--- src/rtl/fb_pkg.sv ---
// Shared framebuffer geometry, FSM state encoding and the queued pixel request format.
package fb_pkg;
    localparam int FB_WIDTH  = 320;
    localparam int FB_HEIGHT = 240;
    localparam int COLOR_W   = 3;
    localparam int X_W       = 9;
    localparam int Y_W       = 8;
    localparam int ADDR_W    = $clog2(FB_WIDTH * FB_HEIGHT);
    localparam logic [ADDR_W-1:0] LAST_ADDR = ADDR_W'(FB_WIDTH * FB_HEIGHT - 1);

    typedef enum logic {S_IDLE, S_CLEAR} state_t;

    typedef struct packed {
        logic [X_W-1:0]     x;
        logic [Y_W-1:0]     y;
        logic [COLOR_W-1:0] colour;
    } pixel_req_t;

    // Row-major linear address; widened before the multiply so nothing truncates.
    function automatic logic [ADDR_W-1:0] pix_addr(input logic [X_W-1:0] x, input logic [Y_W-1:0] y);
        return ADDR_W'(y) * ADDR_W'(FB_WIDTH) + ADDR_W'(x);
    endfunction
endpackage

--- src/rtl/pixel_fifo.sv ---
// Synchronous FIFO of pixel requests; combinational read of the head entry.
// Latency: push visible at the head one cycle later. Push ignored when full, pop ignored when empty.
// Backpressure: full is asserted at DEPTH entries; caller must gate pushes on it.
module pixel_fifo
    import fb_pkg::*;
#(
    parameter int DEPTH = 16
) (
    input  logic                     clk,
    input  logic                     reset,
    input  logic                     push_i,
    input  logic                     pop_i,
    input  pixel_req_t               din_i,
    output pixel_req_t               dout_o,
    output logic                     full_o,
    output logic                     empty_o,
    output logic [$clog2(DEPTH):0]   count_o
);
    localparam int PW = $clog2(DEPTH);

    pixel_req_t          mem_q [DEPTH];
    logic [PW-1:0]       wr_ptr_q, rd_ptr_q;
    logic [PW:0]         count_q;
    logic                do_push, do_pop;

    assign full_o  = (count_q == (PW+1)'(DEPTH));
    assign empty_o = (count_q == '0);
    assign count_o = count_q;
    assign dout_o  = mem_q[rd_ptr_q];
    assign do_push = push_i && !full_o;
    assign do_pop  = pop_i && !empty_o;

    always_ff @(posedge clk) begin
        if (reset) begin
            wr_ptr_q <= '0;
            rd_ptr_q <= '0;
            count_q  <= '0;
        end else begin
            if (do_push) wr_ptr_q <= wr_ptr_q + 1'b1;
            if (do_pop)  rd_ptr_q <= rd_ptr_q + 1'b1;
            case ({do_push, do_pop})
                2'b10:   count_q <= count_q + 1'b1;
                2'b01:   count_q <= count_q - 1'b1;
                default: count_q <= count_q;
            endcase
        end
    end

    always_ff @(posedge clk) begin
        if (do_push) mem_q[wr_ptr_q] <= din_i;
    end
endmodule

--- src/rtl/fb_pixel_writer.sv ---
// Queues draw/x/y pixels and writes them to the framebuffer, plus a full-screen clear; BOUNDS_CHECK_EN drops off-screen pixels.
// Latency: draw in cycle N on an empty queue -> write in cycle N+2; 1 pixel/cycle sustained.
// Backpressure: none upstream; draws while full are dropped (sticky overflow), draws during a clear queue up.
module fb_pixel_writer
    import fb_pkg::*;
#(
    parameter int FIFO_DEPTH = 16
) (
    input  logic               clk,
    input  logic               reset,
    input  logic               draw_i,
    input  logic [X_W-1:0]     x_i,
    input  logic [Y_W-1:0]     y_i,
    input  logic [COLOR_W-1:0] color_i,
    input  logic               clear_req_i,
    input  logic [COLOR_W-1:0] clear_color_i,
    output logic               full_o,
    output logic               busy_o,
    output logic               overflow_o,
    output logic               oob_o,
    output logic               clear_done_o,
    output logic               wr_en_o,
    output logic [ADDR_W-1:0]  wr_addr_o,
    output logic [COLOR_W-1:0] wr_data_o
);
    state_t                      state_q;
    logic [ADDR_W-1:0]           cnt_q;
    logic [COLOR_W-1:0]          clr_color_q;
    logic                        wr_en_q, done_q, overflow_q;
    logic [ADDR_W-1:0]           wr_addr_q, pix_addr_d;
    logic [COLOR_W-1:0]          wr_data_q;

    pixel_req_t                  fifo_din, fifo_dout;
    logic                        in_range, push, pop, fifo_full, fifo_empty;
    logic [$clog2(FIFO_DEPTH):0] fifo_count;

`ifdef BOUNDS_CHECK_EN
    logic oob_q;
    assign in_range = (x_i < X_W'(FB_WIDTH)) && (y_i < Y_W'(FB_HEIGHT));

    always_ff @(posedge clk) begin
        if (reset)                     oob_q <= 1'b0;
        else if (draw_i && !in_range)  oob_q <= 1'b1;
    end
    assign oob_o = oob_q;
`else
    assign in_range = 1'b1;
    assign oob_o    = 1'b0;
`endif

    assign fifo_din   = '{x: x_i, y: y_i, colour: color_i};
    assign push       = draw_i && in_range && !fifo_full;
    // A cycle that accepts a clear never pops, so the queue is untouched until the clear ends.
    assign pop        = (state_q == S_IDLE) && !fifo_empty && !clear_req_i;
    assign pix_addr_d = pix_addr(fifo_dout.x, fifo_dout.y);

    pixel_fifo #(.DEPTH(FIFO_DEPTH)) u_fifo (
        .clk     (clk),
        .reset   (reset),
        .push_i  (push),
        .pop_i   (pop),
        .din_i   (fifo_din),
        .dout_o  (fifo_dout),
        .full_o  (fifo_full),
        .empty_o (fifo_empty),
        .count_o (fifo_count)
    );

    always_ff @(posedge clk) begin
        if (reset) begin
            state_q     <= S_IDLE;
            cnt_q       <= '0;
            clr_color_q <= '0;
            wr_en_q     <= 1'b0;
            wr_addr_q   <= '0;
            wr_data_q   <= '0;
            done_q      <= 1'b0;
            overflow_q  <= 1'b0;
        end else begin
            wr_en_q <= 1'b0;
            done_q  <= 1'b0;
            if (draw_i && in_range && fifo_full) overflow_q <= 1'b1;
            case (state_q)
                S_IDLE: begin
                    if (clear_req_i) begin
                        state_q     <= S_CLEAR;
                        cnt_q       <= '0;
                        clr_color_q <= clear_color_i;
                    end else if (!fifo_empty) begin
                        wr_en_q   <= 1'b1;
                        wr_addr_q <= pix_addr_d;
                        wr_data_q <= fifo_dout.colour;
                    end
                end
                S_CLEAR: begin
                    wr_en_q   <= 1'b1;
                    wr_addr_q <= cnt_q;
                    wr_data_q <= clr_color_q;
                    if (cnt_q == LAST_ADDR) begin
                        done_q  <= 1'b1;
                        state_q <= S_IDLE;
                    end else begin
                        cnt_q <= cnt_q + 1'b1;
                    end
                end
                default: state_q <= S_IDLE;
            endcase
        end
    end

    assign full_o       = fifo_full;
    assign busy_o       = (state_q == S_CLEAR) || (fifo_count != '0);
    assign overflow_o   = overflow_q;
    assign clear_done_o = done_q;
    assign wr_en_o      = wr_en_q;
    assign wr_addr_o    = wr_addr_q;
    assign wr_data_o    = wr_data_q;
endmodule

--- config.mk ---
export PLATFORM = sky130hd
export DESIGN_NAME = fb_pixel_writer
export DESIGN_NICKNAME = d
export VERILOG_FILES = /design/src/rtl/fb_pkg.sv /design/src/rtl/pixel_fifo.sv /design/src/rtl/fb_pixel_writer.sv
export SDC_FILE = /design/constraint.sdc
export NUM_CORES = 1
export LEC_CHECK = 0
export ABC_AREA = 1
export CAP_MARGIN = 20
export CORE_MARGIN = 1.5
export CORE_UTILIZATION = 50
export DETAILED_ROUTE_END_ITERATION = 6
export PLACE_DENSITY = 0.73
export SLEW_MARGIN = 40
export SYNTH_ARGS = -nofsm -noshare
export SYNTH_HDL_FRONTEND = slang
export SYNTH_HIERARCHICAL = 1
export SYNTH_SLANG_ARGS = --single-unit
export TNS_END_PERCENT = 5
--- constraint.sdc ---
create_clock -name clk -period 6.2 [get_ports clk]
set_input_delay 1.86 -clock clk [delete_from_list [all_inputs] [get_ports clk]]
set_output_delay 1.86 -clock clk [all_outputs]
set_load 0.05 [all_outputs]
==> impl_metrics.env <==
export IMPL_grt_max_degree=84
export IMPL_wl_per_cell_um=19.2
export IMPL_synth_cell_type_count=48
export IMPL_cts_root_buf="clkbuf_16"
export IMPL_holdBufCountCts=0
export IMPL_synthArstFlopShare_pct=0
export IMPL_cts_tree="yes"
export IMPL_start_kind="flip-flop"
export IMPL_synth_largest_area_cell="edfxtp_1"
export IMPL_drt_iter0_markers=768
export IMPL_drt_pass1_iter_count=5
export IMPL_syn_area_um2=16400
export IMPL_setup_violations=0
export IMPL_post_cts_buffers=0
export IMPL_p_comb_share_pct=32.6
export IMPL_hold_class="flip-flop to flip-flop"
export IMPL_layout_nets=1453
export IMPL_max_freq_mhz=252
export IMPL_ant_nets=0
export IMPL_worstMarginPinSlew_ps=858
export IMPL_diodes=0
export IMPL_yosys_top_cells_area="edfxtp_1 (59%), dfxtp_1 (7.5%), mux2i_1 (4.9%)"
export IMPL_overflow=0
export IMPL_num_rows=66
export IMPL_ys_seq_area_share_pct=66.2
export IMPL_switching_share_pct=34.2
export IMPL_synth_edf_count=320
export IMPL_slew_violations=0
export IMPL_p_int_w=0.00520
export IMPL_drive_gt1_share_pct=9.92
export IMPL_stdcell_area_um2=18600
export IMPL_critPathArrivalTime_ps=2100
export IMPL_synth_warnings=6
export IMPL_placed_area_um2=17300
export IMPL_finalClockSkew_ps=12.2
export IMPL_vias_per_cell=5.55
export IMPL_boundaryPins=53
export IMPL_grt_first_pass_wirelength_um=56300
export IMPL_wl_um=36000
export IMPL_cts_htree_levels=2
export IMPL_synth_avg_cell_area_um2=12.1
export IMPL_cts_resized=0
export IMPL_grt_pass1_vias=10100
export IMPL_antenna_found_initial=0
export IMPL_critPathSlowestCell="clkdlybuf4s50_1"
export IMPL_syn_nets=1402
export IMPL_rsz0062_at_grt="false"
export IMPL_syn_to_final_growth_pct=13.5
export IMPL_status="completed"
export IMPL_clock_latency_ps=520
export IMPL_cts_clk_slew_worst_paths_ps=60
export IMPL_grt_util_all_layers_pct=21.8
export IMPL_clock_sinks=381
export IMPL_place_congestion=0.876
export IMPL_synthDominantCellAreaShare_pct=58.7
export IMPL_p_sw_w=0.00270
export IMPL_crit_path_max_incr_delay_ps=810
export IMPL_end_kind="output pin"
export IMPL_maxCapViolations=0
export IMPL_dpl_hpwl_um=21900
export IMPL_path_max_fanout=5
export IMPL_critPathKind="flip-flop to output pin"
export IMPL_required_ps=4340
export IMPL_numCtsBuffers=40
export IMPL_synth_top_cells_by_count="edfxtp_1 (320), inv_1 (146), nand2_1 (139), o21ai_0 (106), a21oi_1 (99)"
export IMPL_r2r_slack_ps=2330
export IMPL_initial_core_util_pct=50.6
export IMPL_post_route_period_util_pct=63.9
export IMPL_die_y_um=184
export IMPL_dieWidth_um=184
export IMPL_synth_seq_cells=381
export IMPL_yosysMostFrequentCell="edfxtp_1"
export IMPL_relSlewSlack_pct=42.7
export IMPL_num_vias=10400
export IMPL_setup_tns_ps=0
export IMPL_power_share_sequential_pct=38.3
export IMPL_timing_final_hold_violations=0
export IMPL_p_clk_share_pct=29.1
export IMPL_p_leak_nw=6.41
export IMPL_synth_ff_type="edfxtp_1"
export IMPL_numPortBuffers=51
export IMPL_crit_chain="nor2_1, nand3_2, inv_1, clkdlybuf4s50_1"
export IMPL_die_area_um2=33800
export IMPL_fin_crit_ps=3960
export IMPL_cts_buffer_depth=3
export IMPL_drc_errors=0
export IMPL_power_density_nw_per_um2=425
export IMPL_synthCells=1349
export IMPL_core_area_um2=32400
export IMPL_peakVddDrop_v=0.000235
==> sequential cells by signal, summed over array words and instances (netlist names), named ones only <==
signal / flops
clear_done_o: 1
clr_color_q: 3
cnt_q: 17
overflow_o: 1
state_q: 1
u_fifo/count_o: 5
u_fifo/mem_q: 320
u_fifo/rd_ptr_q: 4
u_fifo/wr_ptr_q: 4
wr_addr_o: 17
wr_data_o: 3
wr_en_o: 1
==> critical path, delay by kind of cell, from the launching register on <==
family	cells	cell delay [ps]
buf+inv	2	910
flops	1	360
simple gates	2	330
==> final timing paths <==
check	from	end	cells after the start
hold / removal	wr_addr_o[6]	wr_addr_o[6]	2
hold reg to reg	wr_addr_o[6]	wr_addr_o[6]	2
setup / recovery	u_fifo/count_o[0]	full_o	4
setup reg to reg	flip-flop	wr_addr_o[14]	15
==> power by group through the flow <==
stage / Combinational (W) / Clock (W) / Sequential, W
2_1_floorplan: 0.00187 / 0 / 0.00316
3_3_place_gp: 0.00247 / 0 / 0.00311
6_report: 0.00257 / 0.00230 / 0.00302
5_1_grt: 0.00288 / 0.00243 / 0.00304
3_5_place_dp: 0.00252 / 0 / 0.00311
4_1_cts: 0.00253 / 0.00234 / 0.00306
==> layout make-up <==
class	instances	area, um2
Fill cell	2614	13800
Timing Repair Buffer	78	727
Inverter	151	569
Clock inverter	20	131
Tap cell	442	553
Sequential cell	381	10800
Multi-Input combinational cell	748	4600
Clock buffer	53	1150
==> stage by stage <==
| step | total power [W] | hold WS [ps] | worst slack (ps) | std cells | util [%] |
|---|---|---|---|---|---|
| 6_report | 0.00789 | 477 | 2240 | 1873 | 57.4 |
| 5_1_grt | 0.00836 | 503 | 1910 | 1873 | 57.4 |
| 4_1_cts | 0.00793 | 479 | 1920 | 1872 | 57.3 |
| 3_5_place_dp | 0.00563 | 470 | 1770 | 1799 | 53.4 |
| 3_3_place_gp | 0.00557 | 452 | 1790 | 1799 | 53.3 |
| 2_1_floorplan | 0.00503 | 454 | 2430 | 1349 | - |
==> cells in the final DEF (no fill, tap or decap), types with 3 or more instances in the layout <==
cell and count:
ha_1 24, inv_1 146, nor2_1 43, nand3_1 46, a31oi_1 17, clkinv_1 7, o21ai_1 13, clkdlybuf4s50_1 50
inv_2 4, xnor2_1 4, mux2i_1 80, nand3_2 3, dfxtp_1 58, clkinv_2 10, a211oi_1 3, a21oi_1 99
xor2_1 10, edfxtp_1 320, nor2_4 6, o21ai_0 106, nor3_1 7, nand2_1 139, o211ai_1 80, nand2_2 7
buf_4 26, clkbuf_1 7, a21oi_2 5, nor2_2 18, nor3b_1 8, nand4_1 8, nor4_1 4, clkbuf_16 44
==> metal layers <==
metal | vias to the layer above | track usage, % | wire length [um]
met2 | 373 | 36.1 | 17200
met5 | - | 0 | 0
met1 | 5008 | 29.1 | 15200
met3 | 67 | 3.82 | 2570
met4 | 0 | 7.05 | 1010
li1 | 4940 | - | -
==> kinds of logic (layout without fill, tap and decap cells) <==
| logic type | Yosys count | in the layout | share of synthesized area, % |
|---|---|---|---|
| compound gates | 331 | 331 | 11.8 |
| xor+xnor | 15 | 15 | 0.849 |
| fa+ha+maj | 26 | 26 | 2.08 |
| buf+inv | 220 | 302 | 6.06 |
| flops | 381 | 381 | 66.2 |
| mux | 80 | 80 | 4.89 |
| other cells | 1 | 1 | 0.0229 |
| simple gates | 295 | 295 | 8.10 |
Note: power is estimated with default switching activity, not from simulation.
